===== src/rtl/secded2_128_scrub_ctrl.sv =====
`timescale 1ns/1ps
// secded2_128_scrub_ctrl
// Background scrubber for a 137-bit SECDED2 code-word memory. It reads every
// address in turn and hands each word to the external decoder. Words with a
// corrected single-bit error are re-encoded and written back. The block also
// keeps saturating error counters and remembers the first uncorrectable
// address seen since the last start.
module secded2_128_scrub_ctrl #(
  parameter int ADDR_W = 10,
  parameter int DEPTH  = 1024
) (
  input  logic              clk,
  input  logic              reset,
  input  logic              i_start,
  input  logic              i_cont,
  input  logic              i_mem_gnt,
  output logic [ADDR_W-1:0] o_mem_addr,
  output logic              o_mem_rd,
  input  logic [136:0]      i_mem_rdata,
  output logic              o_mem_wr,
  output logic [136:0]      o_mem_wdata,
  output logic [136:0]      o_dec_code,
  output logic              o_dec_en,
  input  logic [127:0]      i_dec_data,
  input  logic              i_dec_valid,
  input  logic              i_dec_corr,
  input  logic              i_dec_fatal,
  output logic [127:0]      o_enc_data,
  input  logic [136:0]      i_enc_code,
  output logic              o_busy,
  output logic              o_done,
  output logic [15:0]       o_corr_cnt,
  output logic [15:0]       o_fatal_cnt,
  output logic              o_fatal_flag,
  output logic [ADDR_W-1:0] o_fatal_addr
);

  typedef enum logic [2:0] {
    S_IDLE,
    S_REQ,
    S_RDWAIT,
    S_DEC,
    S_DWAIT,
    S_WB,
    S_NEXT,
    S_DONE
  } state_t;

  localparam logic [ADDR_W-1:0] LAST_ADDR = ADDR_W'(DEPTH - 1);
  localparam logic [15:0]       CNT_MAX   = 16'hFFFF;

  state_t state_q;
  state_t state_d;

  // A word is written back only when it was corrected; an uncorrectable
  // word (even if the decoder also flags it correctable) is left untouched.
  logic dec_needs_wb;
  assign dec_needs_wb = i_dec_corr && !i_dec_fatal;

  // Next-state decode and the memory/decoder strobes.
  // NOTE: every signal gets a default before the case so no path leaves one
  // unassigned; otherwise synthesis infers a latch.
  always_comb begin
    state_d  = state_q;
    o_mem_rd = 1'b0;
    o_mem_wr = 1'b0;
    o_dec_en = 1'b0;
    o_done   = 1'b0;
    case (state_q)
      S_IDLE:   if (i_start) state_d = S_REQ;
      S_REQ: begin
        // Strobe only while granted; a missing grant simply retries next cycle.
        o_mem_rd = i_mem_gnt;
        if (i_mem_gnt) state_d = S_RDWAIT;
      end
      S_RDWAIT: state_d = S_DEC;
      S_DEC: begin
        o_dec_en = 1'b1;
        state_d  = S_DWAIT;
      end
      S_DWAIT: begin
        if (i_dec_valid) state_d = dec_needs_wb ? S_WB : S_NEXT;
      end
      S_WB: begin
        o_mem_wr = i_mem_gnt;
        if (i_mem_gnt) state_d = S_NEXT;
      end
      S_NEXT:   state_d = (o_mem_addr == LAST_ADDR) ? S_DONE : S_REQ;
      S_DONE: begin
        o_done  = 1'b1;
        state_d = i_cont ? S_REQ : S_IDLE;
      end
      default:  state_d = S_IDLE;
    endcase
  end

  assign o_busy = (state_q != S_IDLE);

  // Write data is only meaningful in WB; keep the bus quiet otherwise.
  assign o_mem_wdata = (state_q == S_WB) ? i_enc_code : '0;

  // State register.
  // NOTE: sequential state uses non-blocking assignments so every flop
  // samples its inputs from before the clock edge, independent of block order.
  always_ff @(posedge clk or posedge reset) begin
    if (reset) state_q <= S_IDLE;
    else       state_q <= state_d;
  end

  // Address walk plus the code word / corrected data holding registers.
  always_ff @(posedge clk or posedge reset) begin
    if (reset) begin
      o_mem_addr <= '0;
      o_dec_code <= '0;
      o_enc_data <= '0;
    end else begin
      case (state_q)
        S_IDLE:   if (i_start) o_mem_addr <= '0;
        S_RDWAIT: o_dec_code <= i_mem_rdata;
        S_DWAIT:  if (i_dec_valid && dec_needs_wb) o_enc_data <= i_dec_data;
        S_NEXT:   if (o_mem_addr != LAST_ADDR) o_mem_addr <= o_mem_addr + 1'b1;
        S_DONE:   if (i_cont) o_mem_addr <= '0;
        default:  ;
      endcase
    end
  end

  // Error statistics: cleared by an accepted start and kept across
  // continuous-mode sweeps; counters stick at their maximum.
  always_ff @(posedge clk or posedge reset) begin
    if (reset) begin
      o_corr_cnt   <= '0;
      o_fatal_cnt  <= '0;
      o_fatal_flag <= 1'b0;
      o_fatal_addr <= '0;
    end else if (state_q == S_IDLE && i_start) begin
      o_corr_cnt   <= '0;
      o_fatal_cnt  <= '0;
      o_fatal_flag <= 1'b0;
      o_fatal_addr <= '0;
    end else if (state_q == S_DWAIT && i_dec_valid) begin
      if (i_dec_fatal) begin
        if (o_fatal_cnt != CNT_MAX) o_fatal_cnt <= o_fatal_cnt + 16'd1;
        if (!o_fatal_flag) begin
          o_fatal_flag <= 1'b1;
          o_fatal_addr <= o_mem_addr;
        end
      end else if (i_dec_corr) begin
        if (o_corr_cnt != CNT_MAX) o_corr_cnt <= o_corr_cnt + 16'd1;
      end
    end
  end

endmodule


===== config.mk =====
export PLATFORM = sky130hd
export DESIGN_NAME = secded2_128_scrub_ctrl
export DESIGN_NICKNAME = d
export VERILOG_FILES = /design/src/rtl/secded2_128_scrub_ctrl.sv
export SDC_FILE = /design/constraint.sdc
export NUM_CORES = 1
export LEC_CHECK = 0
export ABC_AREA = 1
export BUFFER_PORTS_ARGS = -buffer_cell sky130_fd_sc_hd__buf_2
export CAP_MARGIN = 40
export CORE_AREA = 8 8 336 338
export CTS_CLUSTER_SIZE = 28
export DETAILED_ROUTE_END_ITERATION = 10
export DIE_AREA = 0 0 344 346
export SLEW_MARGIN = 20
export SYNTH_ARGS = -nofsm -noshare
export SYNTH_HDL_FRONTEND = slang
export SYNTH_SLANG_ARGS = --single-unit

===== constraint.sdc =====
create_clock -name clk -period 19.5 [get_ports clk]
set_clock_uncertainty 0.1 [all_clocks]
set_input_delay 1.95 -clock clk [delete_from_list [all_inputs] [get_ports clk]]
set_output_delay 1.95 -clock clk [all_outputs]
set_load 0.02 [all_outputs]

==> insert_results.sql, run 1 <==
INSERT INTO impl_metrics (metric_group, metric, value, unit) VALUES
('layout', 'final_nets', '3163', ''),
('timing', 'rel_slew_slack', '0.450', ''),
('place', 'post-dp-hpwl', '72400', 'µm'),
('layout', 'synthToLayoutAreaGrowth', '50.9', '%'),
('worst_setup_path', 'cp_data_arrival_time', '3180', 'ps'),
('timing', 'finalSetupViolations', '0', ''),
('cts', 'cts_buffers', '41', ''),
('worst_setup_path', 'startpoint', 'state_q[2]', ''),
('cts', 'postCtsSetupRepairBufs', '0', ''),
('cts', 'post_cts_hold_buffer_count', '0', ''),
('grt', 'gr-usage-met3', '0.0677', ''),
('floorplan', 'dieWidth', '344', 'µm'),
('place', 'gp_routability_congestion', '0.955', ''),
('hold_path', 'min_from', 'o_dec_code[83]', ''),
('worst_setup_path', 'critPathLaunchType', 'register', ''),
('grt', 'grt-busiest-layer', 'met2', ''),
('worst_setup_path', 'crit_path_max_fanout', '59', ''),
('synthesis', 'synthDistinctLibCells', '32', ''),
('grt', 'maximum_number_of_pins_on_one_net_before_global_route_repair', '85', ''),
('hold_path', 'min-delay-path-class', 'register to register', ''),
('grt', 'grt_first_pass_wirelength', '118000', 'µm'),
('synthesis', 'avgSynthCellArea', '7.61', 'µm²'),
('detailed_routing', 'detail_route.first_pass.iterations', '5', ''),
('outcome', 'status', 'complete, no violations', ''),
('grt', 'first_global_vias', '15316', ''),
('grt', 'grt_usage', '0.138', ''),
('detailed_routing', 'via_count', '15320', ''),
('synthesis', 'synth.ff_latch_count', '321', ''),
('synthesis', 'yosysWarningCount', '0', ''),
('cts', 'post_cts.resized_instances', '0', ''),
('hold_path', 'whs_path_depth', '2', ''),
('pwr', 'p_per_area', '144', 'nW/µm²'),
('timing', 'finalHoldViolations', '0', ''),
('pwr', 'power_leakage', '13.1', 'nW'),
('cts', 'clkLatencyLatePin', '580', 'ps'),
('timing', 'setup_tns', '0', 'ps'),
('grt', 'grt_use_met2', '0.218', ''),
('timing', 'max_clock_freq', '0.191', 'GHz'),
('floorplan', 'die-area', '119000', 'µm²'),
('worst_setup_path', 'r2r.worst_path.cells', '7', ''),
('worst_setup_path', 'setup.worst_path.class', 'register to output port', ''),
('worst_setup_path', 'cp_data_required_time', '17450', 'ps'),
('timing', 'grt_setup_unrepaired', 'false', ''),
('cts', 'clock-sinks', '321', ''),
('detailed_routing', 'ant_nets', '0', ''),
('grt', 'antenna_found_initial', '58', ''),
('cts', 'clkSlewWorstSetupHoldPaths', '50', 'ps'),
('layout', 'post_route_cells_drive_above_1_share', '0.354', ''),
('floorplan', 'initial_util', '0.134', ''),
('worst_setup_path', 'endpoint_kind', 'output port', ''),
('detailed_routing', 'routedWlPerCell', '20.7', 'µm'),
('layout', 'mostFrequentLayoutCells', '965 x sky130_fd_sc_hd__nand2_1, 869 x sky130_fd_sc_hd__buf_2, 321 x sky130_fd_sc_hd__dfrtp_1', ''),
('pwr', 'fin_total_pwr', '3.14', 'mW'),
('synthesis', 'synth_largest_type_area_fraction', '0.554', ''),
('detailed_routing', 'first_iter_violations', '936', ''),
('timing', 'slew_viol_final', '0', ''),
('synthesis', 'synth_cells', '1905', ''),
('grt', 'met1_track_demand_over_resource', '0.155', ''),
('detailed_routing', 'route.final.wire_length', '87200', 'µm'),
('hold_path', 'worstHoldEndpoint', 'o_dec_code[83]', ''),
('pwr', 'worst_ir_drop_vdd', '0.0711', 'mV'),
('timing', 'worst_slew_pin_slew', '823', 'ps'),
('synthesis', 'ys_top_cells_by_area', 'sky130_fd_sc_hd__dfrtp_1 55%, sky130_fd_sc_hd__nand2_1 25%, sky130_fd_sc_hd__nor2_1 5.1%, sky130_fd_sc_hd__inv_1 5.1%, sky130_fd_sc_hd__buf_2 1.9%', ''),
('floorplan', 'rows', '121', ''),
('worst_setup_path', 'r2r-start', 'state_q[0]', ''),
('floorplan', 'die_y', '346', 'µm'),
('place', 'place_inst', '4115', ''),
('worst_setup_path', 'reg_to_reg_end', 'o_dec_code[95]', ''),
('cts', 'cts.path.max_buffers', '3', ''),
('detailed_routing', 'drc_errors', '0', ''),
('worst_setup_path', 'slowest_delay', '550', 'ps');
## where the power goes
part | internal (mW) | switching [mW] | leakage, nW
sequential | 0.914 | 0.151 | 4.14
combinational | 0.380 | 0.934 | 8.28
clock | 0.451 | 0.311 | 0.651
## layout make-up
cell class / instances / area (µm²)
Fill cell: 12160 / 85900
Timing Repair Buffer: 888 / 4660
Sequential cell: 321 / 8030
Clock buffer: 54 / 1150
Inverter: 201 / 767
Multi-Input combinational cell: 1297 / 5280
Tap cell: 1414 / 1770
Antenna cell: 17 / 42.5
Clock inverter: 14 / 164
## cell usage after synthesis, drive strengths merged
cell,number
xnor2,7
a21oi,5
xor2,10
nor2,199
ha,3
clkbuf,23
o211ai,1
nor3,7
nand4,12
buf,63
o21bai,1
dfrtp,321
or2,2
nand2,969
nand3b,2
o21ai,34
inv,201
nand3,45
## flip-flops by register name, indices dropped and copies added, names as in the netlist
| signal | cells |
|---|---|
| o_corr_cnt | 16 |
| o_dec_code | 137 |
| o_enc_data | 128 |
| o_fatal_addr | 10 |
| o_fatal_cnt | 16 |
| o_fatal_flag | 1 |
| o_mem_addr | 10 |
| state_q | 3 |
## worst max-delay path, delay by kind of cell, from the launching register on
family | cells | cell delay [ps]
simple gates | 3 | 730
flops | 1 | 550
buf+inv | 4 | 1190
## stage by stage
| step | util | hold WS [ps] | setup WS (ps) | area [µm²] |
|---|---|---|---|---|
| finish | 0.203 | 363 | 14270 | 21900 |
| global route | 0.203 | 382 | 14020 | 21800 |
| CTS | 0.201 | 367 | 14060 | 21700 |
| detailed placement | 0.189 | 353 | 14370 | 20400 |
| global placement | 0.188 | 350 | 14370 | 20300 |
| floorplan | - | 482 | 8570 | 14500 |
## worst max path at each step
| stage | slack [ps] | cells past startpoint | endpoint |
|---|---|---|---|
| floorplan | 8570 | 1 | o_corr_cnt[0] |
| global placement | 14370 | 4 | o_mem_wdata[116] |
| detailed placement | 14370 | 4 | o_mem_wdata[116] |
| CTS | 14060 | 7 | o_mem_wdata[87] |
| global route | 14020 | 7 | o_mem_wdata[87] |
| finish | 14270 | 7 | o_mem_wdata[23] |
## cells by family (layout without fill, tap and decap cells)
kind of cell | Yosys count | count (layout) | share of synthesized area
XOR/XNOR | 17 | 17 | 0.0103
AO/OA/AOI/OAI | 41 | 41 | 0.0184
adder cells (fa/ha/maj) | 3 | 3 | 0.00259
AND/OR/NAND/NOR | 1236 | 1236 | 0.332
flip-flops | 321 | 321 | 0.554
buffers and inverters | 287 | 1157 | 0.0824
other | 0 | 17 | 0
## routing by layer
metal,vias up,wire length [µm]
li1,7342,-
met1,7001,33000
met2,807,39100
met3,138,10500
met4,32,4360
met5,-,175
Note: power is estimated with default switching activity, not from simulation.
==> run 2, diff against run 1 <==
- ABC_AREA: 1 -> 0
- CORE_AREA: 8 8 336 338 -> 8 8 331 333
- DIE_AREA: 0 0 344 346 -> 0 0 339 341
- clock period: 19.5 -> 5.3 ns (I/O delays scaled with it)
==> insert_results.sql, run 2 <==
INSERT INTO impl_metrics (metric_group, metric, value, unit) VALUES
('place', 'post-dp-hpwl', '72700', 'µm'),
('timing', 'finalHoldViolations', '0', ''),
('timing', 'slew_viol_final', '0', ''),
('synthesis', 'avgSynthCellArea', '13.2', 'µm²'),
('worst_setup_path', 'cp_data_arrival_time', '2760', 'ps'),
('synthesis', 'synthDistinctLibCells', '52', ''),
('synthesis', 'postSynth.topFlopCell', 'sky130_fd_sc_hd__dfrtp_1', ''),
('detailed_routing', 'route.final.wire_length', '84700', 'µm'),
('synthesis', 'synth-edff-count', '0', ''),
('hold_path', 'min_from', 'i_dec_data[20]', ''),
('synthesis', 'most_common_cell_in_the_netlist', 'sky130_fd_sc_hd__dfrtp_1', ''),
('worst_setup_path', 'cp_data_required_time', '4670', 'ps'),
('synthesis', 'syn_area', '13600', 'µm²'),
('floorplan', 'die_y', '341', 'µm'),
('detailed_routing', 'detail_route.first_pass.iterations', '5', ''),
('detailed_routing', 'first_iter_violations', '528', ''),
('layout', 'top_regs', 'o_dec_code x137, o_enc_data x128', ''),
('cts', 'tritoncts', 'yes', ''),
('grt', 'grt_usage', '0.139', ''),
('synthesis', 'synth_largest_type_area_fraction', '0.589', ''),
('place', 'gp_routability_congestion', '0.920', ''),
('layout', 'max_ffs_per_register', '137', ''),
('worst_setup_path', 'endpoint_kind', 'output port', ''),
('timing', 'setup_tns', '0', 'ps'),
('layout', 'post_route_cells_drive_above_1_share', '0.621', ''),
('timing', 'rel_slew_slack', '0.469', ''),
('synthesis', 'yosysWarningCount', '0', ''),
('detailed_routing', 'via_count', '12294', ''),
('layout', 'synthToLayoutAreaGrowth', '58.3', '%'),
('synthesis', 'synthesis.nets', '1450', ''),
('floorplan', 'rows', '119', ''),
('timing', 'max_clock_freq', '0.295', 'GHz'),
('layout', 'mostFrequentLayoutCells', '869 x sky130_fd_sc_hd__buf_2, 321 x sky130_fd_sc_hd__dfrtp_1, 265 x sky130_fd_sc_hd__mux2_2', ''),
('cts', 'clock-sinks', '321', ''),
('timing', 'grt_setup_unrepaired', 'false', ''),
('cts', 'cts.path.max_buffers', '3', ''),
('detailed_routing', 'drt-vias-per-instance', '3.62', ''),
('run', 'drv_cap', '0', ''),
('timing', 'timing.final.ws_setup', '1910', 'ps'),
('floorplan', 'dieWidth', '339', 'µm'),
('cts', 'clkSlewWorstSetupHoldPaths', '60', 'ps'),
('floorplan', 'core_region_area', '104000', 'µm²'),
('grt', 'first_global_vias', '12775', ''),
('floorplan', 'die-area', '116000', 'µm²'),
('layout', 'layout.cells.most_common', 'sky130_fd_sc_hd__buf_2', ''),
('synthesis', 'ys_top_cells_by_area', 'sky130_fd_sc_hd__dfrtp_1 59%, sky130_fd_sc_hd__mux2_2 22%, sky130_fd_sc_hd__and2_1 6.3%, sky130_fd_sc_hd__buf_2 1.1%, sky130_fd_sc_hd__nand3_1 1.1%', ''),
('place', 'pre_cts_slack', '2460', 'ps'),
('layout', 'top_register', 'o_dec_code', ''),
('synthesis', 'synth_cells', '1037', ''),
('floorplan', 'io_pins', '870', ''),
('pwr', 'worst_ir_drop_vdd', '0.308', 'mV'),
('cts', 'cts_buffers', '42', ''),
('timing', 'worst_slew_pin_slew', '794', 'ps'),
('layout', 'fillCellCount', '11499', ''),
('worst_setup_path', 'crit_path_max_fanout', '56', ''),
('synthesis', 'yosysSeqAreaShare', '0.589', ''),
('detailed_routing', 'ant_nets', '0', ''),
('worst_setup_path', 'critPathLaunchType', 'register', ''),
('synthesis', 'synth.ff_latch_count', '321', ''),
('timing', 'fin_crit_sh', '0.640', ''),
('grt', 'maximum_number_of_pins_on_one_net_before_global_route_repair', '111', ''),
('pwr', 'fin_total_pwr', '11.7', 'mW'),
('grt', 'antenna_found_initial', '66', ''),
('cts', 'post_cts.resized_instances', '0', ''),
('detailed_routing', 'routedWlPerCell', '25.0', 'µm'),
('worst_setup_path', 'startpoint', 'state_q[2]', ''),
('worst_setup_path', 'setup.worst_path.class', 'register to output port', ''),
('cts', 'htree_num_levels', '2', ''),
('layout', 'final_nets', '2363', ''),
('place', 'io_buffer_count', '869', ''),
('detailed_routing', 'drc_errors', '0', ''),
('outcome', 'status', 'complete, no violations', ''),
('cts', 'clockRootBuffer', 'sky130_fd_sc_hd__clkbuf_16', ''),
('layout', 'finish.cell_count_without_fillers', '3393', ''),
('synthesis', 'async_flop_share', '1.00', ''),
('floorplan', 'initial_util', '0.131', ''),
('place', 'place_inst', '3251', ''),
('grt', 'grt_overflow_total', '0', ''),
('hold_path', 'min-delay-path-class', 'input port to register', ''),
('synthesis', 'synth_common_cells', '321 x sky130_fd_sc_hd__dfrtp_1, 265 x sky130_fd_sc_hd__mux2_2, 138 x sky130_fd_sc_hd__and2_1, 32 x sky130_fd_sc_hd__nor2_1, 30 x sky130_fd_sc_hd__buf_2', ''),
('pwr', 'power_leakage', '10.9', 'nW'),
('cts', 'clkLatencyLatePin', '580', 'ps'),
('timing', 'finalSetupViolations', '0', ''),
('grt', 'grt_first_pass_wirelength', '112000', 'µm'),
('pwr', 'p_per_area', '543', 'nW/µm²'),
('timing', 'min_period', '3390', 'ps'),
('worst_setup_path', 'r2r-start', 'o_mem_addr[0]', ''),
('synthesis', 'synth_area_leader_cell', 'sky130_fd_sc_hd__dfrtp_1', '');
run 2: worst max-delay path: stages, from the launching register on:
cell and delay, ps:
sky130_fd_sc_hd__dfrtp_1 640, sky130_fd_sc_hd__inv_1 160, sky130_fd_sc_hd__nor2_4 340, sky130_fd_sc_hd__buf_12 220, sky130_fd_sc_hd__buf_4 390, sky130_fd_sc_hd__and2_1 200
sky130_fd_sc_hd__buf_2 170
run 2: cell families after synthesis:
group,after synthesis,synth area share
AND/OR/NAND/NOR,285,0.120
flip-flops,321,0.589
multiplexers,271,0.223
XOR/XNOR,13,0.00835
buffers and inverters,74,0.0237
adder cells (fa/ha/maj),3,0.00275
AO/OA/AOI/OAI,70,0.0328
run 2: routing by layer:
layer	global-route usage	wire length, µm	vias up
met5	0	286	-
met4	0.0429	2480	44
met3	0.0718	9570	131
met2	0.239	41900	580
met1	0.148	30500	6065
li1	-	-	5474
run 2: layout make-up:
cell class | instances | area (µm²) | area share
clock buffer | 56 | 1200 | 0.0558
multi-input combinational | 642 | 5310 | 0.246
sequential | 321 | 8030 | 0.372
tap | 1391 | 1740 | 0.0806
clock inverter | 17 | 175 | 0.00811
inverter | 15 | 60.1 | 0.00278
timing repair buffer | 928 | 5010 | 0.232
antenna | 23 | 57.6 | 0.00266
run 2: power breakdown:
group	internal, mW	leakage, nW	switching, mW
Sequential	3.40	4.06	0.507
Combinational	1.87	6.21	3.05
Clock	1.70	0.673	1.20
Total	6.97	10.9	4.77
run 2: what timing repair did:
item | CTS | global route
buffers inserted | 0 | 0
hold endpoints to repair | 48 | 0
hold buffers | 43 | 0
run 2: path summary, 6_finish.rpt:
path | to | slack (ps) | cells after the start
worst min-delay path | o_enc_data[20] | 70 | 2
worst min register to register | o_dec_code[94] | 400 | 1
min in group asynchronous | o_enc_data[12] | 340 | 3
worst max-delay path | o_mem_wdata[64] | 1910 | 6
worst max register to register | o_mem_addr[2] | 2550 | 7
max in group asynchronous | o_enc_data[45] | 3290 | 5
run 2: stage by stage:
step           hold slack, ps  area (µm²)  utilization
3_3_place_gp              382       19600        0.188
6_report                 70.2       21600        0.207
5_1_grt                  29.6       21600        0.206
4_1_cts                 0.100       21500        0.206
3_5_place_dp              387       19700        0.188
2_1_floorplan             502       13600            -
